$ cat src/rtl/keypad_scanner_if.sv
// keypad_scanner_if: keypad pins plus the debounced key-event outputs.
interface keypad_scanner_if;
   logic [3:0] row_n;
   logic [3:0] col_ctl;
   logic [3:0] key_code;
   logic       key_valid;
   logic       key_down;
   modport master (input row_n, output col_ctl, key_code, key_valid, key_down);
   modport slave  (output row_n, input col_ctl, key_code, key_valid, key_down);
endinterface

$ cat src/rtl/keypad_scanner.sv
// keypad_scanner: scans a 4x4 matrix keypad one column at a time and reports
// debounced presses as a 4-bit code with a one-cycle strobe.
module keypad_scanner #(
   parameter int DIV_BITS   = 16,
   parameter int DEBOUNCE_N = 4
) (
   input logic              clk,
   input logic              rst,
   keypad_scanner_if.master kp
);
   typedef enum logic [1:0] {SCAN, DEBOUNCE, HELD} state_t;
   state_t state, state_nx;
   logic [3:0] sync1, rs, cnt;
   logic [DIV_BITS-1:0] div;
   logic [1:0] col, cand_row, low_row;
   logic sample, idle_rows, hit, full, latch, advance, accept, rel, cnt_inc, cnt_clr;

   assign sample    = &div;
   assign idle_rows = &rs;
   assign low_row   = !rs[0] ? 2'd0 : !rs[1] ? 2'd1 : !rs[2] ? 2'd2 : 2'd3;
   assign hit       = !rs[cand_row];
   assign full      = (cnt + 4'd1) == 4'(DEBOUNCE_N);
   assign kp.col_ctl = ~(4'b0001 << col);

   always_ff @(posedge clk or negedge rst)
      if (!rst) state <= SCAN;
      else state <= state_nx;

   always_comb begin
      state_nx = state;
      if (sample)
         case (state)
            SCAN:     state_nx = idle_rows ? SCAN : DEBOUNCE;
            DEBOUNCE: state_nx = !hit ? SCAN : full ? HELD : DEBOUNCE;
            HELD:     state_nx = (!hit && full) ? SCAN : HELD;
            default:  state_nx = SCAN;
         endcase
   end

   // hit means "candidate row low": a confirm in DEBOUNCE, a bounce-back in HELD
   always_comb begin
      latch   = sample && state == SCAN && !idle_rows;
      accept  = sample && state == DEBOUNCE && hit && full;
      rel     = sample && state == HELD && !hit && full;
      advance = sample && (state == SCAN ? idle_rows : state == DEBOUNCE ? !hit : rel);
      cnt_inc = sample && !full && (state == DEBOUNCE ? hit : (state == HELD && !hit));
      cnt_clr = latch || accept || rel || (sample && state == HELD && hit);
   end

   always_ff @(posedge clk or negedge rst)
      if (!rst) begin
         sync1        <= 4'hF;
         rs           <= 4'hF;
         div          <= '0;
         col          <= '0;
         cand_row     <= '0;
         cnt          <= '0;
         kp.key_code  <= '0;
         kp.key_valid <= 1'b0;
         kp.key_down  <= 1'b0;
      end else begin
         sync1        <= kp.row_n;
         rs           <= sync1;
         div          <= div + DIV_BITS'(1);
         col          <= advance ? col + 2'd1 : col;
         cand_row     <= latch ? low_row : cand_row;
         cnt          <= cnt_clr ? 4'd0 : cnt_inc ? cnt + 4'd1 : cnt;
         kp.key_code  <= accept ? {cand_row, col} : kp.key_code;
         kp.key_valid <= accept;
         kp.key_down  <= accept ? 1'b1 : rel ? 1'b0 : kp.key_down;
      end
endmodule

$ cat src/flat_wrapper.sv
// flat-port wrapper written by rule: the top's interface ports become plain ports
module keypad_scanner_flat 
#(
   parameter int DIV_BITS   = 16,
   parameter int DEBOUNCE_N = 4
)
  (clk, rst, kp_row_n, kp_col_ctl, kp_key_code, kp_key_valid, kp_key_down);
  keypad_scanner_if kp_i ();
  input logic clk;
  input logic rst;
  input wire logic [$bits(kp_i.row_n)-1:0] kp_row_n;
  output wire logic [$bits(kp_i.col_ctl)-1:0] kp_col_ctl;
  output wire logic [$bits(kp_i.key_code)-1:0] kp_key_code;
  output wire logic [$bits(kp_i.key_valid)-1:0] kp_key_valid;
  output wire logic [$bits(kp_i.key_down)-1:0] kp_key_down;
  assign kp_i.row_n = kp_row_n;
  assign kp_col_ctl = kp_i.col_ctl;
  assign kp_key_code = kp_i.key_code;
  assign kp_key_valid = kp_i.key_valid;
  assign kp_key_down = kp_i.key_down;
  keypad_scanner #(.DIV_BITS(DIV_BITS), .DEBOUNCE_N(DEBOUNCE_N)) u_core (.clk(clk), .rst(rst), .kp(kp_i));
endmodule
$ cat config.mk
export PLATFORM = sky130hd
export DESIGN_NAME = keypad_scanner_flat
export DESIGN_NICKNAME = d
export VERILOG_FILES = /design/src/rtl/keypad_scanner_if.sv /design/src/rtl/keypad_scanner.sv /design/src/flat_wrapper.sv
export SDC_FILE = /design/constraint.sdc
export NUM_CORES = 1
export LEC_CHECK = 0
export CAP_MARGIN = 20
export CORE_MARGIN = 2
export CORE_UTILIZATION = 56
export CTS_CLUSTER_SIZE = 10
export DETAILED_ROUTE_END_ITERATION = 8
export PLACE_DENSITY = 0.86
export SYNTH_ARGS = -nofsm -noshare
export SYNTH_HDL_FRONTEND = slang
export SYNTH_SLANG_ARGS = --single-unit
$ cat constraint.sdc
create_clock -name clk -period 2.1 [get_ports clk]
set_input_delay 0.315 -clock clk [delete_from_list [all_inputs] [get_ports clk]]
set_output_delay 0.315 -clock clk [all_outputs]
set_load 0.05 [all_outputs]
* Word-level counts from Yosys, hierarchy flattened
Cells that the tools add are included.
Word-level totals: bits in registers 40, memory bits (read-only) 0, latch bits 0, word-level logic and storage cells 61, bits in writable memories 0, memories 0, input port bits 6
Cells by class: magnitude comparators 1, shifts and indexed selects 1, divide/modulo/power cells 0, multiplexer cells 17, bitwise operators 1, multipliers 0, equality and inequality tests 3, $add $sub $neg 3, reduce and logical (&&, ||, !) cells 25
Operators with widths (count):
- adder 16 x 1 -> 16 bit, second input constant | 1
- AND reduction 16 bit | 1
- logical AND 1 bit | 14
- 2-to-1 mux 2 bit | 5
- 2-to-1 mux 1 bit | 8
- 2-to-1 mux 4 bit | 2
- one-hot mux 2 bit (3 select lines) | 1
- adder 4 x 1 -> 4 bit, second input constant | 1
- == test 4 x 3 -> 1 bit, second input constant | 1
- NOT 4 bit | 1
- AND reduction 4 bit | 1
- nonzero test 2 bit | 2
- left shift 1 x 2 -> 4 bit, first input constant | 1
- logical NOT 1 bit | 3
- logical OR 1 bit | 3
- < comparator 2 x 3 -> 1 bit, second input constant | 1
- adder 2 x 1 -> 2 bit, second input constant | 1
- binary-select mux 1 bit (select 2 bit) | 1
- == test 2 x 1 -> 1 bit, second input constant | 1
- == test 2 bit, second input constant | 1
- logical NOT 2 bit | 1

* Longest topological paths before layout
Gate-level depths: netlist of the first run.
word-level depth 9, depth in mapped cells 6, gate-level depth less buffers 6

* Worst setup path before layout of the first run
Ideal clock, no wire load.
path type reg2reg, from reg u_core.cnt[0], to reg u_core.col[1], required time 1.972 ns, setup time 0.128 ns, clock period less this slack 1.805 ns, data arrival time 1.677 ns, cell stages (with the launch flop) 6, path slack 0.295 ns, path through dfrtp_1 > ha_1 > or3b_2 > o22a_1 > nor3_2 > mux2_1
On the way: cells in the longest elaborated chain, start to end 6
Ends and longest elaborated chain:
- from (decl) | line keypad_scanner.sv:13 | logic [3:0] sync1, rs, cnt;
- from (signal assigned) | line keypad_scanner.sv:67 | cnt <= cnt_clr ? 4'd0 : cnt_inc ? cnt + 4'd1 : cnt;
- adder 4 x 1 -> 4 bit | line keypad_scanner.sv:22 | assign full = (cnt + 4'd1) == 4'(DEBOUNCE_N);
- == test 4 x 3 -> 1 bit | line keypad_scanner.sv:22
- logical AND 1 bit | line keypad_scanner.sv:44 | rel = sample && state == HELD && !hit && full;
- 2-to-1 mux 1 bit (2 in a row) | line keypad_scanner.sv:45 | advance = sample && (state == SCAN ? idle_rows : state == DEBOUNCE ? !hit : rel);
- logical AND 1 bit | line keypad_scanner.sv:45
- to (signal assigned) | line keypad_scanner.sv:65 | col <= advance ? col + 2'd1 : col;
- to (decl) | line keypad_scanner.sv:15 | logic [1:0] col, cand_row, low_row;
No other way between the ends. A chain may end at the register's enable or synchronous reset.

* Final worst setup path of the first run
from reg u_core.cnt[1], to reg u_core.col[1]
Same word-level chain as after synthesis.

==> flow_summary.ini, run 1 <==
[critical_path]
endpoint_kind = flop
timing.rr.start = u_core.cnt[1]
critPathLaunch = u_core.cnt[1]
rrSetupSlack_ps = 130
crit_fanout = 4
cp.required_ps = 2340
path_class = flop to flop
reg2regPathDepth = 5
startpoint_type = flop
r2r-end = u_core.col[1]
arrival_ps = 2210
worstSetupEndpoint = u_core.col[1]

[synth]
postSynthCellCount = 151
ys_warn_count = 0
synth_area_sq_mm = 0.001780
synthArstFlopShare_pct = 100.0
synth-seq-area-share_pct = 56.78
yosysUniqueCellTypes = 35
synth_area_leaders = dfrtp_1, dfstp_2, xnor2_1
yosysTopAreaCellShare_pct = 44.98
synth_edf_count = 0
synth_seq_cells = 40
syn_nets = 163
synth.avg_cell_area_sq_um = 11.79
synth-main-ff-cell = dfrtp_1
synth_area_leader_cell = dfrtp_1

[clock_tree]
clk_pin_slew_ps = 120
cts_tree = yes
cts_setup_buffers = 0
clockBufferDepth = 2
clkLatencyLatePin_ps = 350
cts_root_buffer = clkbuf_4
htree_levels = 2
numCtsBuffers = 5
cts_sinks = 40

[power_and_ir_drop]
p_per_area_mw_per_mm2 = 630.4
cellLeakagePower_nw = 0.9414
peakVddDrop_mv = 0.5029
finalPower_mw = 1.308

[place]
dp_slack_ps = 133.0
place.gp.congestion = 0.8493
dpl-instance-area_sq_mm = 0.001993
hpwl_mm = 2.134
numPortBuffers = 15

[route]
ant_nets = 0
drt_first_iter_violations = 89
finalWirelength_mm = 2.995
viasPerCell = 5.389
via_count = 1191
drc = 0
first_pass_iters = 4
drt-wirelength-per-cell_microns = 13.55

[global_routing]
grt_max_degree = 41
first_global_vias = 1174
track_usage_pct = 19.94
grt_pass1_wl_mm = 5.230
gr-total-overflow = 0
antenna_found_initial = 0

[sta]
drv_slew = 0
finalClockSkew_ps = 11.01
max-slew-margin-rel_pct = 41.94
worst_pin_slew_ps = 870.9
min_period_ps = 1970
setup_tns_ps = 0
rsz0062_at_grt = no
finalSetupViolCount = 0
timing_hold_violations_final = 0
fin_crit_sh_pct = 93.80
max_clock_freq_mhz = 507.7
setup_slack_ps = 130.3

[cells_and_area]
diodes = 0
stdcell_area_sq_mm = 0.002074
final_common_cell = dfrtp_1
drive_above_1_share_pct = 19.77
syn_to_final_growth_pct = 16.51
utilization_pct = 68.51
fillCellCount = 230
layout.nets = 188
final_cell_mix = dfrtp_1, nand2_1, xnor2_1, clkdlybuf4s50_1, nand3_1
seq_area_sq_mm = 0.001011
multi_input_area_sq_um = 744.5

[status]
status = finished clean

[floorplan]
rows = 20
initial_core_util_pct = 58.80
dieArea_sq_mm = 0.003646
ios = 16
fp.dieW_microns = 60.39
dieHeight_microns = 60.39
core_sq_mm = 0.003028

[job]
drv_cap = 0

[min_path]
hold_path_class = input pin to async pin
## synth_stat cells, types with 2 or more instances
| cell type | instances |
|---|---|
| xnor2_1 | 10 |
| inv_1 | 8 |
| mux2_2 | 6 |
| dfrtp_1 | 32 |
| nand2b_1 | 4 |
| nor2b_1 | 2 |
| dfstp_2 | 8 |
| and4_1 | 5 |
| ha_1 | 6 |
| nand4_1 | 2 |
| and3_1 | 4 |
| and2_1 | 4 |
| nor2_1 | 5 |
| o31ai_1 | 2 |
| nand2_1 | 15 |
| nand3_1 | 10 |
| a21oi_1 | 3 |
| o21ai_0 | 4 |
| xor2_1 | 5 |
## sequential cells by signal (all words and copies together) (netlist names)
signal               count
u_core.kp.key_code       4
u_core.col               2
u_core.state             2
u_core.cnt               4
u_core.sync1             4
u_core.rs                4
u_core.div              16
u_core.cand_row          2
u_core.kp.key_valid      1
u_core.kp.key_down       1
## through the flow
step / instances / hold WS [ps]
after detailed placement: 213 / 347.6
after CTS: 221 / 80.71
after global routing: 221 / 107.7
final: 221 / 65.83
after global placement: 213 / 345.9
after floorplan: 151 / 19.41
## kinds of logic (layout without fill, tap and decap cells)
| kind of cell | Yosys count | in the layout | synth area share [%] |
|---|---|---|---|
| AOI/OAI and AO/OA | 15 | 15 | 5.482 |
| xor gates and xnor gates | 15 | 15 | 7.378 |
| adders and majority gates | 6 | 6 | 4.216 |
| buffers and inverters | 8 | 34 | 1.687 |
| DFF | 40 | 40 | 56.78 |
| muxes | 9 | 9 | 6.465 |
| and+or+nand+nor | 58 | 58 | 17.99 |
## area by class of cell
type | instances | area share, %
clock buffers | 6 | 1.990
clock inverters | 2 | 1.689
inverters | 8 | 1.448
multi-input cells | 103 | 35.89
flip-flops and latches | 40 | 48.73
well taps | 44 | 2.654
repair buffers | 18 | 7.600
## critical path: stages (launching register included)
cell,delay [ps]
dfrtp_1,400
ha_1,220
or3b_2,510
o22a_1,200
nor3_2,190
mux2_1,350
## power breakdown
part / internal, mW / switching, mW
Clock: 0.250 / 0.239
Combinational: 0.0116 / 0.0204
Sequential: 0.784 / 0.00347
## metal layers
layer / global-route usage [%] / up-vias / share of wire (%)
met4: 10.16 / 0 / 2.4
met5: 0 / - / 0
met1: 25.00 / 588 / 44
met3: 6.183 / 9 / 3.2
li1: - / 577 / -
met2: 31.37 / 17 / 51
## repair_timing
| action | CTS | global route |
|---|---|---|
| hold buffers | 0 | 0 |
| endpoints found under the setup margin | 0 | 1 |
| gates resized for setup | 0 | 1 |
## how the worst min path moves through the flow
stage,from,to
2_1_floorplan,rst,u_core.cand_row[0]
3_3_place_gp,u_core.sync1[3],u_core.rs[3]
3_5_place_dp,u_core.sync1[3],u_core.rs[3]
4_1_cts,rst,u_core.col[0]
5_1_grt,rst,u_core.col[0]
6_report,rst,u_core.col[0]
No activity file was read; power rests on OpenSTA's default activity.
==> inputs of run 2 (changes only) <==
CORE_UTILIZATION = 35   (was 56)
PLACE_DENSITY = 0.61   (was 0.86)
==> run 2 against run 1 <==
Net effect: critical path depth is the same; die area grew 56%; sequential power is essentially flat; via count shrank 0.17%; register-to-register slack gained 30 ps; flip-flop and latch count is the same; design area grew 4.5%; first-iteration DRC count shrank 55%; non-clock buffer count grew 3; combinational power grew 12%; critical endpoint unchanged; highest routed layer unchanged.
==> flow_summary.ini, run 2 (synthesized netlist as in run 1, its figures left out) <==
[critical_path]
path_class = flop to flop
arrival_ps = 2120
cp.required_ps = 2280
crit_fanout = 4
startpoint_type = flop
endpoint_kind = flop

[route]
first_pass_iters = 4
ant_nets = 0
finalWirelength_mm = 2.956
viasPerCell = 4.814
drt_first_iter_violations = 40
drc = 0
drt-wirelength-per-cell_microns = 11.97
via_count = 1189

[global_routing]
grt_max_degree = 22
first_global_vias = 1140
gr-total-overflow = 0
track_usage_pct = 12.08
antenna_found_initial = 0
grt_pass1_wl_mm = 5.085

[power_and_ir_drop]
p_switching_uw = 302.7
seqPwrFrac_pct = 53.9
finalPower_mw = 1.459
internal_power_mw = 1.156
peakVddDrop_mv = 0.4199
p_per_area_mw_per_mm2 = 673.3
cellLeakagePower_nw = 0.9678
sw_frac_of_total_pct = 20.74
p_clk_share_pct = 43.6
pwr-share-comb_pct = 2.4

[cells_and_area]
utilization_pct = 44.99
drive_above_1_share_pct = 21.11
fillCellCount = 447
top_register = u_core.div
diodes = 0
layout.nets = 191
final_common_cell = dfrtp_1
seq_area_sq_mm = 0.001011
largest_reg_flops = 16
final_cell_mix = dfrtp_1, nand2_1, xnor2_1, clkdlybuf4s50_1
syn_to_final_growth_pct = 21.71
multi_input_area_sq_um = 744.5

[sta]
setup_slack_ps = 160.3
fin_crit_sh_pct = 92.37
max-slew-margin-rel_pct = 66.72
finalClockSkew_ps = 4.463
drv_slew = 0
finalSetupViolCount = 0
timing.hold.ws_ps = 358.3
setup_tns_ps = 0
rsz0062_at_grt = no
timing_hold_violations_final = 0
min_period_ps = 1940
worst_pin_slew_ps = 497.6
max_clock_freq_mhz = 515.5

[clock_tree]
cts_setup_buffers = 0
htree_levels = 2
cts_sinks = 40
clk_pin_slew_ps = 80
clkLatencyLatePin_ps = 290
numCtsBuffers = 5
cts_tree = yes
cts_root_buffer = clkbuf_8
clockBufferDepth = 2

[floorplan]
fp.dieW_microns = 75.33
core_sq_mm = 0.004817
ios = 16
dieHeight_microns = 75.33
dieArea_sq_mm = 0.005674
rows = 25
initial_core_util_pct = 36.96

[status]
status = finished clean

[min_path]
hold_path_class = flop to flop

[place]
place.gp.congestion = 0.8310
hpwl_mm = 2.225
dp_slack_ps = 125.7
numPortBuffers = 15

[job]
drv_cap = 0
run 2: cell type report:
cell class                      instances  share of cell area (%)
Clock buffer                            5                   3.176
Clock inverter                          3                   2.136
Sequential cell                        40                   46.65
Timing Repair Buffer                   21                   8.430
Multi-Input combinational cell        103                   34.35
Tap cell                               67                   3.868
Inverter                                8                   1.386
run 2: through the flow:
stage	instances	area (sq um)
final	247	2167
after global routing	247	2167
after CTS	247	2162
after detailed placement	238	2037
after global placement	238	2037
after floorplan	151	1780
run 2: timing repair:
action | CTS | global route
hold endpoints to repair | 12 | 0
setup endpoints to repair | 0 | 4
hold buffers | 1 | 0
gates resized for setup | 0 | 1
run 2: path summary, 6_finish.rpt:
path | slack, ps | cells after the start | startpoint | to
max | 160 | 5 | u_core.cnt[0] | u_core.col[1]
max in group asynchronous | 1040 | 3 | rst | u_core.rs[3]
min in group asynchronous | 480 | 2 | rst | u_core.col[0]
min | 360 | 0 | u_core.sync1[3] | u_core.rs[3]
min reg2reg | 360 | 0 | u_core.sync1[3] | u_core.rs[3]
max reg2reg | 160 | 5 | u_core.cnt[0] | u_core.col[1]
run 2: worst max-delay path, cell delays in order (launching register included):
cell and delay [ps]:
dfrtp_1 390, ha_1 210, or3b_2 510, o22a_1 190
nor3_2 190, mux2_1 340
run 2: per-layer routing:
metal  global-route usage [%]  share of wire, %  up-vias
li1                         -                 -      582
met1                    15.44                48      583
met2                    18.55                48       19
met3                    3.704               3.2        5
met4                    6.238               1.5        0
met5                        0                 0        -
run 2: power by group through the flow:
stage	combinational [mW]	sequential [mW]	clock, mW
5_1_grt	0.0416	0.788	0.694
3_5_place_dp	0.0361	0.802	0
2_1_floorplan	0.00755	0.801	0
3_3_place_gp	0.0351	0.801	0
4_1_cts	0.0374	0.787	0.656
6_report	0.0357	0.787	0.637
==> inputs of run 3 (changes only) <==
==> constraint.sdc (replaced) <==
create_clock -name clk -period 2.1 [get_ports clk]
set_input_delay 0.42 -clock clk [delete_from_list [all_inputs] [get_ports clk]]
set_output_delay 0.42 -clock clk [all_outputs]
set_load 0.05 [all_outputs]
==> run 3 against run 2 <==
Net effect: clock skew barely moved; flip-flop and latch count did not move; total power fell by 9.8%; wire length rose by 2.0%; worst hold slack got worse by 280 ps; utilization fell by 0.83 points; largest power group unchanged; clock power fell by 23%.
==> flow_summary.ini, run 3 (synthesized netlist as in run 1, its figures left out) <==
[status]
status = finished clean

[clock_tree]
cts_sinks = 40
cts_root_buffer = clkbuf_8
cts_setup_buffers = 0
clockBufferDepth = 2
numCtsBuffers = 5
clkLatencyLatePin_ps = 290
hold_buffers = 0
cts_tree = yes
clk_pin_slew_ps = 70
htree_levels = 2
cts_resized = 0

[sta]
drv_slew = 0
max-slew-margin-rel_pct = 66.04
finalSetupViolCount = 0
timing_hold_violations_final = 0
fin_crit_sh_pct = 95.61
max_clock_freq_mhz = 498.1
setup_tns_ps = 0
rsz0062_at_grt = no
worst_pin_slew_ps = 507.8
min_period_ps = 2008
setup_slack_ps = 92.26
finalClockSkew_ps = 4.824

[route]
via_count = 1194
drt_first_iter_violations = 46
drc = 0
first_pass_iters = 4
ant_nets = 0
viasPerCell = 4.873
drt-wirelength-per-cell_microns = 12.30
finalWirelength_mm = 3.014

[cells_and_area]
final_common_cell = dfrtp_1
final_cell_mix = dfrtp_1, nand2_1, nand3_1, xnor2_1, clkdlybuf4s50_1
diodes = 0
layout.nets = 189
fillCellCount = 466
seq_area_sq_mm = 0.001011
syn_to_final_growth_pct = 19.47
top_register = u_core.div
drive_above_1_share_pct = 19.66
largest_reg_flops = 16
multi_input_area_sq_um = 739.5

[floorplan]
fp.dieW_microns = 75.33
dieHeight_microns = 75.33
rows = 25
core_sq_mm = 0.004817
dieArea_sq_mm = 0.005674
ios = 16
initial_core_util_pct = 36.96

[critical_path]
crit_fanout = 4
arrival_ps = 2180
startpoint_type = flop
critPathLaunch = u_core.cnt[0]
endpoint_kind = flop
path_class = flop to flop
cp.required_ps = 2270
timing.rr.start = u_core.cnt[0]

[place]
dp_slack_ps = 139.3
hpwl_mm = 2.161
place.gp.congestion = 0.8281
numPortBuffers = 15

[power_and_ir_drop]
peakVddDrop_mv = 0.3582
p_per_area_mw_per_mm2 = 618.5
cellLeakagePower_nw = 0.9498
finalPower_mw = 1.315

[global_routing]
first_global_vias = 1235
gr-total-overflow = 0
grt_pass1_wl_mm = 5.375
antenna_found_initial = 0
grt_max_degree = 41
track_usage_pct = 12.77

[min_path]
hold_path_class = input pin to async pin

[job]
drv_cap = 0
==> run 3: cell types whose count changed in the layout (fill, tap and decap cells not counted) <==
cell / before / now
nand3_1: 9 / 10
bufinv_16: 1 / 0
clkinv_2: 0 / 1
inv_6: 1 / 0
clkbuf_1: 0 / 1
buf_12: 0 / 1
buf_4: 9 / 7
nand3_2: 1 / 0
dlygate4sd3_1: 1 / 0
==> run 3: stage by stage <==
| stage | util (%) | hold WS (ps) | instance area [sq um] | cells |
|---|---|---|---|---|
| detailed placement | 42.39 | 346.9 | 2042 | 237 |
| global placement | 42.39 | 345.7 | 2042 | 237 |
| global route | 44.16 | 75.78 | 2127 | 245 |
| floorplan | - | 124.4 | 1780 | 151 |
| finish | 44.16 | 81.55 | 2127 | 245 |
| CTS | 44.16 | 86.90 | 2127 | 245 |
==> run 3: area by class of cell <==
| type | instances | area share [%] |
|---|---|---|
| sequential | 40 | 47.53 |
| timing repair buffer | 19 | 8.353 |
| tap | 67 | 3.941 |
| multi-input combinational | 103 | 34.76 |
| clock inverter | 2 | 0.5882 |
| clock buffer | 6 | 3.412 |
| inverter | 8 | 1.412 |
==> run 3: report_power, final <==
part	leakage, nW	switching (mW)	internal (mW)	total, mW
logic	0.392	0.0210	0.0155	0.0365
clock network	0.0412	0.260	0.232	0.492
registers	0.517	0.00340	0.784	0.787
==> run 3: routing by layer <==
layer | global-route usage [%] | part of all wire, % | wire, microns | vias up
met5 | 0 | 0 | 0 | -
li1 | - | - | - | 577
met3 | 5.291 | 4.4 | 133 | 4
met1 | 15.52 | 46 | 1395 | 596
met4 | 4.678 | 1.1 | 34 | 0
met2 | 20.48 | 48 | 1451 | 17
==> run 3: path summary, 6_finish.rpt <==
check | endpoint | slack, ps | depth (start not counted)
setup / recovery | u_core.col[1] | 90 | 5
hold / removal | u_core.col[0] | 80 | 2
setup reg to reg | u_core.col[1] | 90 | 5
hold reg to reg | u_core.rs[3] | 350 | 0
max in group asynchronous | u_core.sync1[3] | 1750 | 2
min in group clk | u_core.rs[3] | 350 | 0
==> run 3: critical path, cell delays in order (launching register included) <==
cell and delay, ps:
dfrtp_1 390, ha_1 220, or3b_2 520, o22a_1 210, nor3_2 200, mux2_1 360
